## src/rtl/aes_serial_loader.sv

```systemverilog
// Serial master that shifts a block on cs1 and a key on cs2 into the AES core,
// then waits for the core's done pulses and compares its results.
//
// Ports:
//   clk, rst            system clock, synchronous active-high reset
//   start               begin a transaction (accepted only when idle)
//   chk_en[1:0]         bit0 = check encrypt, bit1 = check decrypt
//   data_in, key_in     block and key to send (latched at start)
//   exp_enc, exp_dec    expected core results (latched at start)
//   misod, misok        serial echo during the data / key phase
//   doneenc, donedec    core done pulses with encrypted / decrypted
//   sclk, cs1, cs2,     serial bus (chip-selects active low)
//   mosi
//   busy, done          status; done is a one-cycle pulse
//   passenc, passdec,   results, valid from done until the next start
//   timeout
//   data_echo, key_echo bits captured from misod / misok
module aes_serial_loader #(
  parameter int NK      = 4,
  parameter int BLOCK_W = 128,
  parameter int CLK_DIV = 1,
  parameter int TIMEOUT = 4096
) (
  input  logic                 clk,
  input  logic                 rst,
  input  logic                 start,
  input  logic [1:0]           chk_en,
  input  logic [BLOCK_W-1:0]   data_in,
  input  logic [32*NK-1:0]     key_in,
  input  logic [BLOCK_W-1:0]   exp_enc,
  input  logic [BLOCK_W-1:0]   exp_dec,
  input  logic                 misod,
  input  logic                 misok,
  input  logic                 doneenc,
  input  logic                 donedec,
  input  logic [BLOCK_W-1:0]   encrypted,
  input  logic [BLOCK_W-1:0]   decrypted,
  output logic                 sclk,
  output logic                 cs1,
  output logic                 cs2,
  output logic                 mosi,
  output logic                 busy,
  output logic                 done,
  output logic                 passenc,
  output logic                 passdec,
  output logic                 timeout,
  output logic [BLOCK_W-1:0]   data_echo,
  output logic [32*NK-1:0]     key_echo
);

  localparam int KEY_W = 32 * NK;
  localparam int MAXW  = (BLOCK_W > KEY_W) ? BLOCK_W : KEY_W;
  localparam int CW    = (MAXW > 2) ? $clog2(MAXW) : 1;
  localparam int DW    = (CLK_DIV > 1) ? $clog2(CLK_DIV) : 1;
  localparam int TW    = (TIMEOUT > 2) ? $clog2(TIMEOUT) : 1;

  localparam logic [DW-1:0] DIV_LAST = DW'(CLK_DIV - 1);
  localparam logic [CW-1:0] D_LAST   = CW'(BLOCK_W - 1);
  localparam logic [CW-1:0] K_LAST   = CW'(KEY_W - 1);
  localparam logic [TW-1:0] T_LAST   = TW'(TIMEOUT - 1);

  typedef enum logic [2:0] {
    IDLE,
    DATA,
    GAP,
    KEY,
    WAIT_DONE,
    REPORT
  } state_t;

  state_t state, state_nx;

  logic [DW-1:0]      divcnt;
  logic [CW-1:0]      bitcnt;
  logic [TW-1:0]      wcnt;
  logic [BLOCK_W-1:0] data_sr;
  logic [KEY_W-1:0]   key_sr;
  logic [BLOCK_W-1:0] exp_enc_r;
  logic [BLOCK_W-1:0] exp_dec_r;
  logic [1:0]         en_r;
  logic               seen_enc;
  logic               seen_dec;

  logic shifting;
  logic half_end;
  logic rise;
  logic fall;
  logic last_bit;
  logic take_enc;
  logic take_dec;
  logic all_seen;
  logic to_hit;

  // rise/fall mark the edges that drive sclk 0->1 and 1->0.
  always_comb begin
    shifting = (state == DATA) || (state == KEY);
    half_end = (divcnt == DIV_LAST);
    rise     = shifting && !sclk && half_end;
    fall     = shifting && sclk && half_end;
    last_bit = (state == KEY) ? (bitcnt == K_LAST)
                              : (bitcnt == D_LAST);
    take_enc = (state == WAIT_DONE) && en_r[0]
               && doneenc && !seen_enc;
    take_dec = (state == WAIT_DONE) && en_r[1]
               && donedec && !seen_dec;
    // Includes pulses arriving this cycle so the exit is not delayed.
    all_seen = (!en_r[0] || seen_enc || take_enc)
               && (!en_r[1] || seen_dec || take_dec);
    to_hit   = (wcnt == T_LAST);
  end

  always_comb begin
    state_nx = state;
    unique case (state)
      IDLE:      if (start) state_nx = DATA;
      DATA:      if (fall && last_bit) state_nx = GAP;
      GAP:       state_nx = KEY;
      KEY:       if (fall && last_bit) state_nx = WAIT_DONE;
      WAIT_DONE: if (all_seen || to_hit) state_nx = REPORT;
      REPORT:    state_nx = IDLE;
      default:   state_nx = IDLE;
    endcase
  end

  always_ff @(posedge clk) begin
    if (rst) state <= IDLE;
    else     state <= state_nx;
  end

  assign busy = (state != IDLE) && (state != REPORT);
  assign done = (state == REPORT);

  // The shift registers are pre-shifted so their MSB is always the next
  // bit to place on mosi at a falling sclk.
  always_ff @(posedge clk) begin
    if (rst) begin
      sclk      <= 1'b0;
      cs1       <= 1'b1;
      cs2       <= 1'b1;
      mosi      <= 1'b0;
      passenc   <= 1'b0;
      passdec   <= 1'b0;
      timeout   <= 1'b0;
      data_echo <= '0;
      key_echo  <= '0;
      divcnt    <= '0;
      bitcnt    <= '0;
      wcnt      <= '0;
      data_sr   <= '0;
      key_sr    <= '0;
      exp_enc_r <= '0;
      exp_dec_r <= '0;
      en_r      <= '0;
      seen_enc  <= 1'b0;
      seen_dec  <= 1'b0;
    end else begin
      unique case (state)
        IDLE: begin
          if (start) begin
            data_sr   <= data_in << 1;
            key_sr    <= key_in;
            exp_enc_r <= exp_enc;
            exp_dec_r <= exp_dec;
            en_r      <= chk_en;
            passenc   <= 1'b0;
            passdec   <= 1'b0;
            timeout   <= 1'b0;
            data_echo <= '0;
            key_echo  <= '0;
            seen_enc  <= 1'b0;
            seen_dec  <= 1'b0;
            divcnt    <= '0;
            bitcnt    <= '0;
            sclk      <= 1'b0;
            cs1       <= 1'b0;
            mosi      <= data_in[BLOCK_W-1];
          end
        end
        DATA: begin
          divcnt <= half_end ? '0 : divcnt + 1'b1;
          if (rise) begin
            sclk      <= 1'b1;
            data_echo <= {data_echo[BLOCK_W-2:0], misod};
          end
          if (fall) begin
            sclk <= 1'b0;
            if (last_bit) begin
              cs1    <= 1'b1;
              bitcnt <= '0;
              mosi   <= key_sr[KEY_W-1];
              key_sr <= key_sr << 1;
            end else begin
              bitcnt  <= bitcnt + 1'b1;
              mosi    <= data_sr[BLOCK_W-1];
              data_sr <= data_sr << 1;
            end
          end
        end
        GAP: begin
          cs2    <= 1'b0;
          divcnt <= '0;
        end
        KEY: begin
          divcnt <= half_end ? '0 : divcnt + 1'b1;
          if (rise) begin
            sclk     <= 1'b1;
            key_echo <= {key_echo[KEY_W-2:0], misok};
          end
          if (fall) begin
            sclk <= 1'b0;
            if (last_bit) begin
              cs2    <= 1'b1;
              mosi   <= 1'b0;
              bitcnt <= '0;
              wcnt   <= '0;
            end else begin
              bitcnt <= bitcnt + 1'b1;
              mosi   <= key_sr[KEY_W-1];
              key_sr <= key_sr << 1;
            end
          end
        end
        WAIT_DONE: begin
          wcnt <= wcnt + 1'b1;
          if (take_enc) begin
            seen_enc <= 1'b1;
            passenc  <= (encrypted == exp_enc_r);
          end
          if (take_dec) begin
            seen_dec <= 1'b1;
            passdec  <= (decrypted == exp_dec_r);
          end
          if (to_hit && !all_seen) timeout <= 1'b1;
        end
        REPORT: ;
        default: ;
      endcase
    end
  end

endmodule
```

## config.mk

```make
export PLATFORM = sky130hd
export DESIGN_NAME = aes_serial_loader
export DESIGN_NICKNAME = d
export VERILOG_FILES = /design/src/rtl/aes_serial_loader.sv
export SDC_FILE = /design/constraint.sdc
export NUM_CORES = 2
export LEC_CHECK = 0
export CORE_AREA = 2 2 401 403
export CTS_BUF_LIST = sky130_fd_sc_hd__clkbuf_4 sky130_fd_sc_hd__clkbuf_8
export DETAILED_ROUTE_END_ITERATION = 10
export DIE_AREA = 0 0 403 405
export RECOVER_POWER = 100
export SLEW_MARGIN = 20
export SYNTH_ARGS = -nofsm -noshare
export SYNTH_HDL_FRONTEND = slang
export SYNTH_SLANG_ARGS = --single-unit
```

## constraint.sdc

```tcl
create_clock -name clk -period 2.42 [get_ports clk]
set_input_delay 0.726 -clock clk [delete_from_list [all_inputs] [get_ports clk]]
set_output_delay 0.726 -clock clk [all_outputs]
set_load 0.02 [all_outputs]
```

==> impl_metrics.csv <==
group,metric,value,unit
yosys,post-synth-top-area-cell,"dfxtp_1",
floorplan,rows,147,
global_route,grt_max_degree,132,
drt,route.detailed.drc,0,
yosys,synth_top_area_share,48.4,%
cts,clock_latency,0.86,ns
drt,routed_wl,156000,um
sta,period_needed,2.42,ns
cts,htreeDepth,4,
critical_path,arrival,3.18,ns
cts,cts_hold_buf,0,
run_status,violations,"negative setup slack",
placement,globalplace.congestion,0.930,
floorplan,fp.dieW,403,um
yosys,post-synth-top-count-cell,"nand2_1",
critical_path,critical_path_class,"register to register",
sta,hold_viol_final,0,
cts,cts_root_buffer,"clkbuf_8",
global_route,grt.overflow.total,0,
yosys,synth_edf_count,0,
final_layout,finish.net_count,6088,
sta,rsz0062_at_grt,"true",
sta,final_max_slew_viol_count,0,
yosys,avgSynthCellArea,7.85,um^2
sta,min_period_over_period,100,%
sta,setup_violations,1,
critical_path,path_max_fanout,11,
yosys,synth_ff_type,"dfxtp_1",
final_layout,drive_gt1_share,12.3,%
sta,fmax,0.413,GHz
yosys,synth-simple-area-share,24.3,%
critical_path,cp_data_required_time,3.17,ns
critical_path,start_kind,"register",
yosys,synth_area_leaders,"dfxtp_1, nand2_1, a21oi_1",
floorplan,fp.coreArea,159000,um^2
floorplan,pin_count,1042,
drt,drt_iter0_drc,2364,
drt,ant_nets,0,
yosys,synthMuxAreaShare,0.0604,%
yosys,synth_xor_xnor_area_share,6.80,%
yosys,synth_area,33100,um^2
cts,cts_tree,"done",
drt,avgRoutedWirePerCell,20.7,um
yosys,synth_top_family_by_area,"simple AND/OR/NAND/NOR gates",
yosys,ys_seq_area_share,48.4,%
final_layout,ff_latch_area,16000,um^2
sta,fin_tns_setup,-0.00386,ns
sta,fin_skew,0.0569,ns
yosys,async_flop_share,0,%
power,fin_total_pwr,33.9,mW
power,power.density,672,nW/um^2
placement,hpwl,119000,um
cts,cts_buffers,151,
cts,clk_pin_slew,0.06,ns
drt,vias,34413,
sta,slew_headroom,29.0,%
final_layout,multi_input_area,15700,um^2
critical_path,rr_worst_depth,10,
final_layout,syn2layout_area_growth,52.2,%
yosys,synth_cell_types,49,
run,max_cap_violations,0,
yosys,synthCells,4217,
global_route,grt_pass1_vias,33491,
min_path,hp-class,"input pin to register",
placement,place.port_buffers,1041,
global_route,antenna_found_initial,50,
cts,cts_buffer_depth,3,
min_path,hold_depth,3,
cts,clkSinkCount,800,
global_route,grt_first_pass_wirelength,220000,um
critical_path,end_kind,"register",
yosys,synth_compound_area_share,15.6,%
floorplan,dieHeight,405,um
yosys,ys_seq_elements,800,
yosys,synth_warnings,0,
final_layout,fillers,16842,
yosys,synth_common_cells,"nand2_1, dfxtp_1, a21oi_1",
global_route,grt_usage,18.1,%
drt,drt_pass1_iterations,5,
yosys,synth-adder-area-share,0.0756,%
drt,vias_per_cell,4.57,
power,max-vdd-ir-drop,0.465,mV
floorplan,dieArea,163000,um^2
sta,setup_slack,-0.00386,ns
sta,worst_slew_pin_slew,1.07,ns
run_status,status,"finished with violations",
power,p_leak,18.2,nW
floorplan,start_util,20.8,%
yosys,syn_nets,4996,
[cells in the final DEF (no fill, tap or decap), drive strengths merged, types with 2 or more instances in the layout]
cell type,Yosys,final
a2111oi,2,2
nand4,43,43
buf,83,197
nand2b,2,2
a22oi,4,4
o21bai,2,2
nand3,269,269
clkinvlp,0,6
diode,0,29
o22ai,5,5
nand2,1298,1298
a21oi,531,531
nand4b,2,2
a21o,3,3
dfxtp,800,800
nor2b,5,5
a31oi,2,2
ha,2,2
clkdlybuf4s50,0,775
and3,5,5
and4,2,2
nor2,287,287
bufinv,0,5
mux2i,2,2
a2bb2oi,2,2
clkinv,0,15
nor4,39,39
clkdlybuf4s15,0,161
nor3,10,10
inv,13,24
a311oi,255,255
o21ai,9,9
clkbuf,266,340
xnor2,123,123
xor2,134,134
nor3b,4,4
dlygate4sd2,0,44
and2,3,3
[flip-flops by register name, summed over array words and instances, names as in the netlist, 2 cells and up]
signal     flops
data_sr      127
data_echo    128
wcnt          12
bitcnt         7
en_r           2
key_echo     128
exp_dec_r    128
exp_enc_r    128
key_sr       128
state          3
[worst max-delay path: stages, from the launching register on]
cell	delay, ns
dfxtp_1	0.34
ha_2	0.21
and4_1	0.23
and2_4	0.18
a2bb2oi_2	0.15
nor3_4	0.31
buf_6	0.18
buf_6	0.22
buf_16	0.17
nor2_1	0.04
a311oi_1	0.29
[area by class of cell]
class	count	area share, %
clock inverter	37	0.884
sequential	800	31.8
timing repair buffer	1288	25.1
clock buffer	229	5.68
inverter	13	0.109
tap	2086	5.18
multi-input combinational	3055	31.1
antenna	29	0.144
[report_power, final]
part / internal [mW] / switching, mW / total, mW / leakage (nW)
Sequential: 13.9 / 0.428 / 14.3 / 6.55
Clock: 8.20 / 6.42 / 14.6 / 1.74
Combinational: 2.42 / 2.55 / 4.97 / 9.96
Total: 24.5 / 9.40 / 33.9 / 18.2
[kinds of logic (layout without fill, tap and decap cells)]
logic type,count (synthesis),in the layout
multiplexers,2,2
AND/OR/NAND/NOR,1971,1971
flip-flops,800,800
other,0,29
AO/OA/AOI/OAI,823,823
adder cells (fa/ha/maj),2,2
XOR/XNOR,257,257
buffers and inverters,362,1567
[path summary, 6_finish.rpt]
| path | slack (ns) | start | endpoint |
|---|---|---|---|
| worst min register to register | 0.45 | data_sr[106]$_SDFFE_PP0P_ | data_sr[107]$_SDFFE_PP0P_ |
| worst min-delay path | 0.31 | rst | data_echo[24]$_SDFFE_PP0P_ |
| worst max register to register | -0.004 | bitcnt[0]$_SDFFE_PP0P_ | data_sr[29]$_SDFFE_PP0P_ |
| worst max-delay path | -0.004 | bitcnt[0]$_SDFFE_PP0P_ | data_sr[29]$_SDFFE_PP0P_ |
[routing by layer]
| metal | global-route usage (%) | up-vias | share of wire (%) |
|---|---|---|---|
| met1 | 21.3 | 16348 | 41 |
| met5 | 0 | - | 0.10 |
| met3 | 5.83 | 264 | 7.8 |
| met2 | 30.8 | 1242 | 48 |
| li1 | - | 16537 | - |
| met4 | 6.18 | 22 | 2.9 |
[per-stage QoR]
stage	area [um^2]	hold slack, ns	util (%)	worst slack (ns)	instances
2_1_floorplan	33100	0.436	-	0.406	4217
3_3_place_gp	47200	0.444	29.7	-1.02	7226
3_5_place_dp	47300	0.453	29.7	-0.946	7226
4_1_cts	50600	0.215	31.8	-0.142	7493
5_1_grt	50400	0.237	31.6	-0.0956	7530
6_report	50400	0.314	31.6	-0.00386	7537
[what timing repair did]
item,4_1_cts,5_1_grt
gates cloned,0,5
resized for setup,674,52
setup buffers,1,10
pin swaps,2,13
setup endpoints to repair,262,45
Note: power is estimated with default switching activity, not from simulation.
